[src/rtl/mux_rr_arbiter_if.sv]
// Bus between the round-robin arbiter and its requesters/LED mux.
// slave: the arbiter side; master: the requester/observer side.
interface mux_rr_arbiter_if;
  logic [3:0] req;
  logic [3:0] c;
  logic [3:0] grant;
  logic [1:0] select;
  logic       valid;
  logic       LED;
  logic       timeout;

  modport slave (
    input  req, c,
    output grant, select, valid, LED, timeout
  );

  modport master (
    output req, c,
    input  grant, select, valid, LED, timeout
  );
endinterface

[src/rtl/mux_rr_arbiter.sv]
// Round-robin arbiter owning the select of a 4:1 bit mux; forwards the
// granted requester's data bit to LED.
// Optional grant hold limit enabled by defining ARB_TIMEOUT_EN.
module mux_rr_arbiter #(
  parameter int unsigned HOLD_CYCLES = 8
) (
  input logic             clk,
  input logic             reset,
  mux_rr_arbiter_if.slave bus
);

  typedef enum logic {IDLE, GRANT} state_t;

  localparam logic [7:0] HOLD_LAST = 8'(HOLD_CYCLES - 1);

  state_t     state_q, state_n;
  logic [1:0] ptr_q, ptr_n;
  logic [7:0] cnt_q, cnt_n;
  logic [3:0] grant_q, grant_n;
  logic [1:0] select_q, select_n;
  logic       valid_q, valid_n;
  logic       timeout_q, timeout_n;

  logic       found;
  logic [1:0] pick;
  logic [1:0] idx;
  logic       drop;
  logic       at_limit;

`ifdef ARB_TIMEOUT_EN
  // Hold limit reached while the owner still requests.
  always_comb at_limit = (cnt_q == HOLD_LAST) && bus.req[select_q];
`else
  logic unused_hold;
  assign unused_hold = ^HOLD_LAST;
  always_comb at_limit = 1'b0;
`endif

  // Rotating priority search starting at ptr.
  always_comb begin
    found = 1'b0;
    pick  = ptr_q;
    idx   = '0;
    for (int unsigned k = 0; k < 4; k++) begin
      idx = ptr_q + 2'(k);
      if (!found && bus.req[idx]) begin
        found = 1'b1;
        pick  = idx;
      end
    end
  end

  // Next-state and registered-output logic.
  always_comb begin
    state_n   = state_q;
    ptr_n     = ptr_q;
    cnt_n     = cnt_q;
    grant_n   = grant_q;
    select_n  = select_q;
    valid_n   = valid_q;
    timeout_n = 1'b0;
    drop      = !bus.req[select_q];
    unique case (state_q)
      IDLE: begin
        if (found) begin
          grant_n  = 4'b0001 << pick;
          select_n = pick;
          valid_n  = 1'b1;
          cnt_n    = '0;
          state_n  = GRANT;
        end
      end
      GRANT: begin
        if (drop || at_limit) begin
          grant_n   = '0;
          valid_n   = 1'b0;
          ptr_n     = select_q + 2'd1;
          timeout_n = at_limit;
          state_n   = IDLE;
        end else begin
          cnt_n = (cnt_q == 8'hFF) ? cnt_q : cnt_q + 8'd1;
        end
      end
      default: state_n = IDLE;
    endcase
  end

  // State and output registers with asynchronous clear.
  always_ff @(posedge clk or posedge reset) begin
    if (reset) begin
      state_q   <= IDLE;
      ptr_q     <= '0;
      cnt_q     <= '0;
      grant_q   <= '0;
      select_q  <= '0;
      valid_q   <= 1'b0;
      timeout_q <= 1'b0;
    end else begin
      state_q   <= state_n;
      ptr_q     <= ptr_n;
      cnt_q     <= cnt_n;
      grant_q   <= grant_n;
      select_q  <= select_n;
      valid_q   <= valid_n;
      timeout_q <= timeout_n;
    end
  end

  assign bus.grant   = grant_q;
  assign bus.select  = select_q;
  assign bus.valid   = valid_q;
  assign bus.timeout = timeout_q;
  assign bus.LED     = bus.c[select_q] & valid_q;

endmodule
[src/flat_wrapper.sv]
// flat-port wrapper written by rule: the top's interface ports become plain ports
module mux_rr_arbiter_flat 
#(
  parameter int unsigned HOLD_CYCLES = 8
)
  (clk, reset, bus_req, bus_c, bus_grant, bus_select, bus_valid, bus_LED, bus_timeout);
  mux_rr_arbiter_if bus_i ();
  input logic clk;
  input logic reset;
  input wire logic [$bits(bus_i.req)-1:0] bus_req;
  input wire logic [$bits(bus_i.c)-1:0] bus_c;
  output wire logic [$bits(bus_i.grant)-1:0] bus_grant;
  output wire logic [$bits(bus_i.select)-1:0] bus_select;
  output wire logic [$bits(bus_i.valid)-1:0] bus_valid;
  output wire logic [$bits(bus_i.LED)-1:0] bus_LED;
  output wire logic [$bits(bus_i.timeout)-1:0] bus_timeout;
  assign bus_i.req = bus_req;
  assign bus_i.c = bus_c;
  assign bus_grant = bus_i.grant;
  assign bus_select = bus_i.select;
  assign bus_valid = bus_i.valid;
  assign bus_LED = bus_i.LED;
  assign bus_timeout = bus_i.timeout;
  mux_rr_arbiter #(.HOLD_CYCLES(HOLD_CYCLES)) u_core (.clk(clk), .reset(reset), .bus(bus_i));
endmodule
[config.mk]
export PLATFORM = sky130hd
export DESIGN_NAME = mux_rr_arbiter_flat
export DESIGN_NICKNAME = d
export VERILOG_FILES = /design/src/rtl/mux_rr_arbiter_if.sv /design/src/rtl/mux_rr_arbiter.sv /design/src/flat_wrapper.sv
export SDC_FILE = /design/constraint.sdc
export NUM_CORES = 1
export LEC_CHECK = 0
export CAP_MARGIN = 20
export CORE_AREA = 10 10 52 54
export CTS_CLUSTER_SIZE = 30
export DETAILED_ROUTE_END_ITERATION = 8
export DIE_AREA = 0 0 62 64
export GPL_ROUTABILITY_DRIVEN = 0
export GPL_TIMING_DRIVEN = 0
export HOLD_SLACK_MARGIN = 0.08
export PLACE_DENSITY = 0.69
export SYNTH_ARGS = -nofsm -noshare
export SYNTH_HDL_FRONTEND = slang
export SYNTH_SLANG_ARGS = --single-unit
export TNS_END_PERCENT = 100
[constraint.sdc]
create_clock -name clk -period 1.5 [get_ports clk]
set_input_delay 0.225 -clock clk [delete_from_list [all_inputs] [get_ports clk]]
set_output_delay 0.225 -clock clk [all_outputs]
set_load 0.03 [all_outputs]
==> results_dict.tcl, run 1 <==
set metrics [dict create \
    grt_pass1_vias 538 \
    cp-start-kind "flop" \
    finalClockSkew_ps 2.14 \
    drcViolationCount 0 \
    hpwl_um 1060 \
    netlist.top_cell.by_area "dfrtp_1" \
    fin_ws_ps -153 \
    rsz0062_at_grt "yes" \
    fillCellCount 165 \
    viasPerCell 4.98 \
    gr-total-overflow 0 \
    grt_usage 0.0799 \
    antenna_left 0 \
    post-place-cells 99 \
    root_buffer "clkbuf_4" \
    grt_max_degree 11 \
    period_share 1.10 \
    vdd_drop_max_mv 1.02 \
    seqCellArea_sq_um 251 \
    synth-seq-cells 10 \
    clk_pin_slew_ps 70 \
    status "finished with violations" \
    drive_gt1_frac 0.228 \
    io_buffers 17 \
    seq_area_frac_synth 0.446 \
    drv_cap 0 \
    synth_area_per_cell_sq_um 9.83 \
    ctsHoldBuffers 0 \
    leakagePower_uw 0.000373 \
    dieWidth_um 62 \
    clockBufferDepth 2 \
    syn_to_final_growth_pct 45.5 \
    core_area_sq_um 1710 \
    yosys_warnings 0 \
    final_cell_count_no_fill 104 \
    cts.sinks 10 \
    reg2reg_slack_ps -130 \
    synthCells 57 \
    synth_area_leaders "dfrtp_1 45%, nand2_1 6.0%, mux4_1 4.7%, mux4_2 4.0%, a21oi_1 3.6%" \
    synth_area_sq_um 561 \
    hold_ws_ps 239 \
    synth_cell_types 26 \
    violations "setup timing" \
    antenna_found_initial 0 \
    dieHeight_um 64 \
    crit_arrival_ps 1430 \
    multi_input_area_sq_um 297 \
    numCtsBuffers 3 \
    period_needed_ps 1650 \
    layout.nets 90 \
    die_area_sq_um 3970 \
    hold_path.class "in2async" \
    initial_utilization 0.328 \
    cts_htree_levels 1 \
    synth_nets 67 \
    tritoncts "done" \
    firstDrtPassIters 4 \
    crit_type "reg2out" \
    first_iter_violations 12 \
    tns_ps -853 \
    grt_first_pass_wirelength_um 2440 \
    final_util 0.478 \
    vias 518 \
    fmax_ghz 0.605 \
    yosysTopAreaCellShare 0.446 \
    worstPathRequired_ps 1270 \
    diodes 0 \
    endpoint_kind "primary output" \
    hold_violations 0 \
    routed_wl_um 1430 \
    routedWlPerCell_um 13.7 \
    power_density_nw_per_um2 2070 \
    ios 19 \
    crit_fanout 2 \
    setup_viol 8 \
    slew_viol_final 0 \
    clock_latency_ps 260 \
    num_rows 15 \
]
[flip-flops by register name, summed over array words and instances (netlist names)]
signal	flops
u_core.bus.valid	1
u_core.bus.select	2
u_core.bus.grant	4
u_core.ptr_q	2
u_core.state_q	1
[critical path, stage by stage (launching register included)]
cell	delay, ps
dfrtp_2	380
mux4_2	500
and2_4	150
buf_6	130
[final timing paths]
| check | cells past startpoint | endpoint | from |
|---|---|---|---|
| max in group asynchronous | 2 | u_core.bus.select[0] | reset |
| setup reg to reg | 4 | u_core.bus.grant[2] | u_core.bus.select[0] |
| hold / removal | 2 | u_core.bus.grant[2] | reset |
| hold reg to reg | 2 | u_core.bus.grant[0] | u_core.bus.grant[0] |
| min in group clk | 2 | u_core.bus.grant[0] | u_core.bus.grant[0] |
| setup / recovery | 3 | bus_LED | u_core.bus.select[0] |
[cells by family (layout without fill, tap and decap cells)]
family                 count (synthesis)  after routing  synth area share
AO/OA/AOI/OAI                         15             15             0.187
XOR/XNOR                               1              1            0.0156
buffers and inverters                  6             28            0.0469
flip-flops                            10             10             0.446
multiplexers                           4              4             0.134
other                                  1              1           0.00669
AND/OR/NAND/NOR                       20             20             0.163
[through the flow]
step / setup WS [ps] / area [sq um] / power [uW]
floorplan: -129 / 564 / 1120
global placement: -606 / 766 / 1430
detailed placement: -600 / 766 / 1450
CTS: -180 / 808 / 1700
global route: -220 / 816 / 1850
finish: -153 / 816 / 1690
[report_power, final]
group	switching [uW]	internal, uW	leakage (uW)
Sequential	119	397	0.000120
Combinational	508	418	0.000231
Clock	95.9	147	0.0000210
Total	723	963	0.000373
[cells in the final DEF, fill, tap and decap left out]
| cell type | instances |
|---|---|
| clkbuf_4 | 3 |
| o221ai_1 | 1 |
| o221a_2 | 1 |
| nor4_2 | 1 |
| nor2_1 | 4 |
| buf_4 | 3 |
| a32o_1 | 2 |
| or2_2 | 1 |
| inv_1 | 4 |
| mux2_2 | 1 |
| xor2_1 | 1 |
| nand2b_4 | 1 |
| buf_6 | 1 |
| a31oi_1 | 1 |
| nor3_1 | 1 |
| nand2_1 | 9 |
| clkbuf_8 | 1 |
| dlygate4sd2_1 | 7 |
| dfrtp_2 | 1 |
| a21oi_1 | 4 |
| mux4_2 | 2 |
| dfrtp_1 | 9 |
| o21ai_0 | 3 |
| clkdlybuf4s50_1 | 9 |
| o31ai_1 | 2 |
| conb_1 | 1 |
| and2_4 | 1 |
| o2bb2ai_1 | 1 |
| nor2b_1 | 2 |
| mux2_4 | 1 |
[area by class of cell]
cell class | instances | share of cell area
multi-input cells | 41 | 0.363
clock buffers | 4 | 0.0445
flip-flops and latches | 10 | 0.308
repair buffers | 19 | 0.218
inverters | 4 | 0.0184
well taps | 25 | 0.0383
plain buffers | 1 | 0.00920
[timing repair]
item | 4_1_cts | 5_1_grt
buffers inserted | 1 | 1
pin swaps | 1 | 0
gates resized for setup | 17 | 0
gates cloned | 0 | 0
setup endpoints to repair | 17 | 8
[Yosys cell counts]
library cell	instances
o31ai_1	2
o221ai_1	1
a32o_1	2
mux4_2	1
nor4_1	1
inv_1	4
nor2_1	4
o21ai_0	3
buf_4	1
o2bb2ai_1	1
a31oi_1	1
o221a_2	1
mux2_2	1
mux2_4	1
nand2b_1	1
a21oi_1	4
nand2_1	9
xor2_1	1
or2_2	1
nor3_1	1
mux4_1	1
conb_1	1
dfrtp_1	10
clkbuf_1	1
and2_1	1
nor2b_1	2
[metal layers]
| layer | global-route usage | share of wire | vias to the layer above |
|---|---|---|---|
| li1 | - | - | 247 |
| met2 | 0.133 | 0.48 | 25 |
| met5 | 0 | 0 | - |
| met1 | 0.0866 | 0.42 | 246 |
| met4 | 0 | 0 | 0 |
| met3 | 0.0534 | 0.099 | 0 |
(Power assumes the default switching activity.)
==> inputs of run 2 (changes only) <==
--- a/config.mk
+++ b/config.mk
@@ -12,7 +12,7 @@
 export DIE_AREA = 0 0 62 64
 export GPL_ROUTABILITY_DRIVEN = 0
 export GPL_TIMING_DRIVEN = 0
-export HOLD_SLACK_MARGIN = 0.08
+export HOLD_SLACK_MARGIN = 0.06
 export PLACE_DENSITY = 0.69
 export SYNTH_ARGS = -nofsm -noshare
 export SYNTH_HDL_FRONTEND = slang
==> results of run 2 <==
No change in the layout: final DEF, timing and power equal those of run 1.
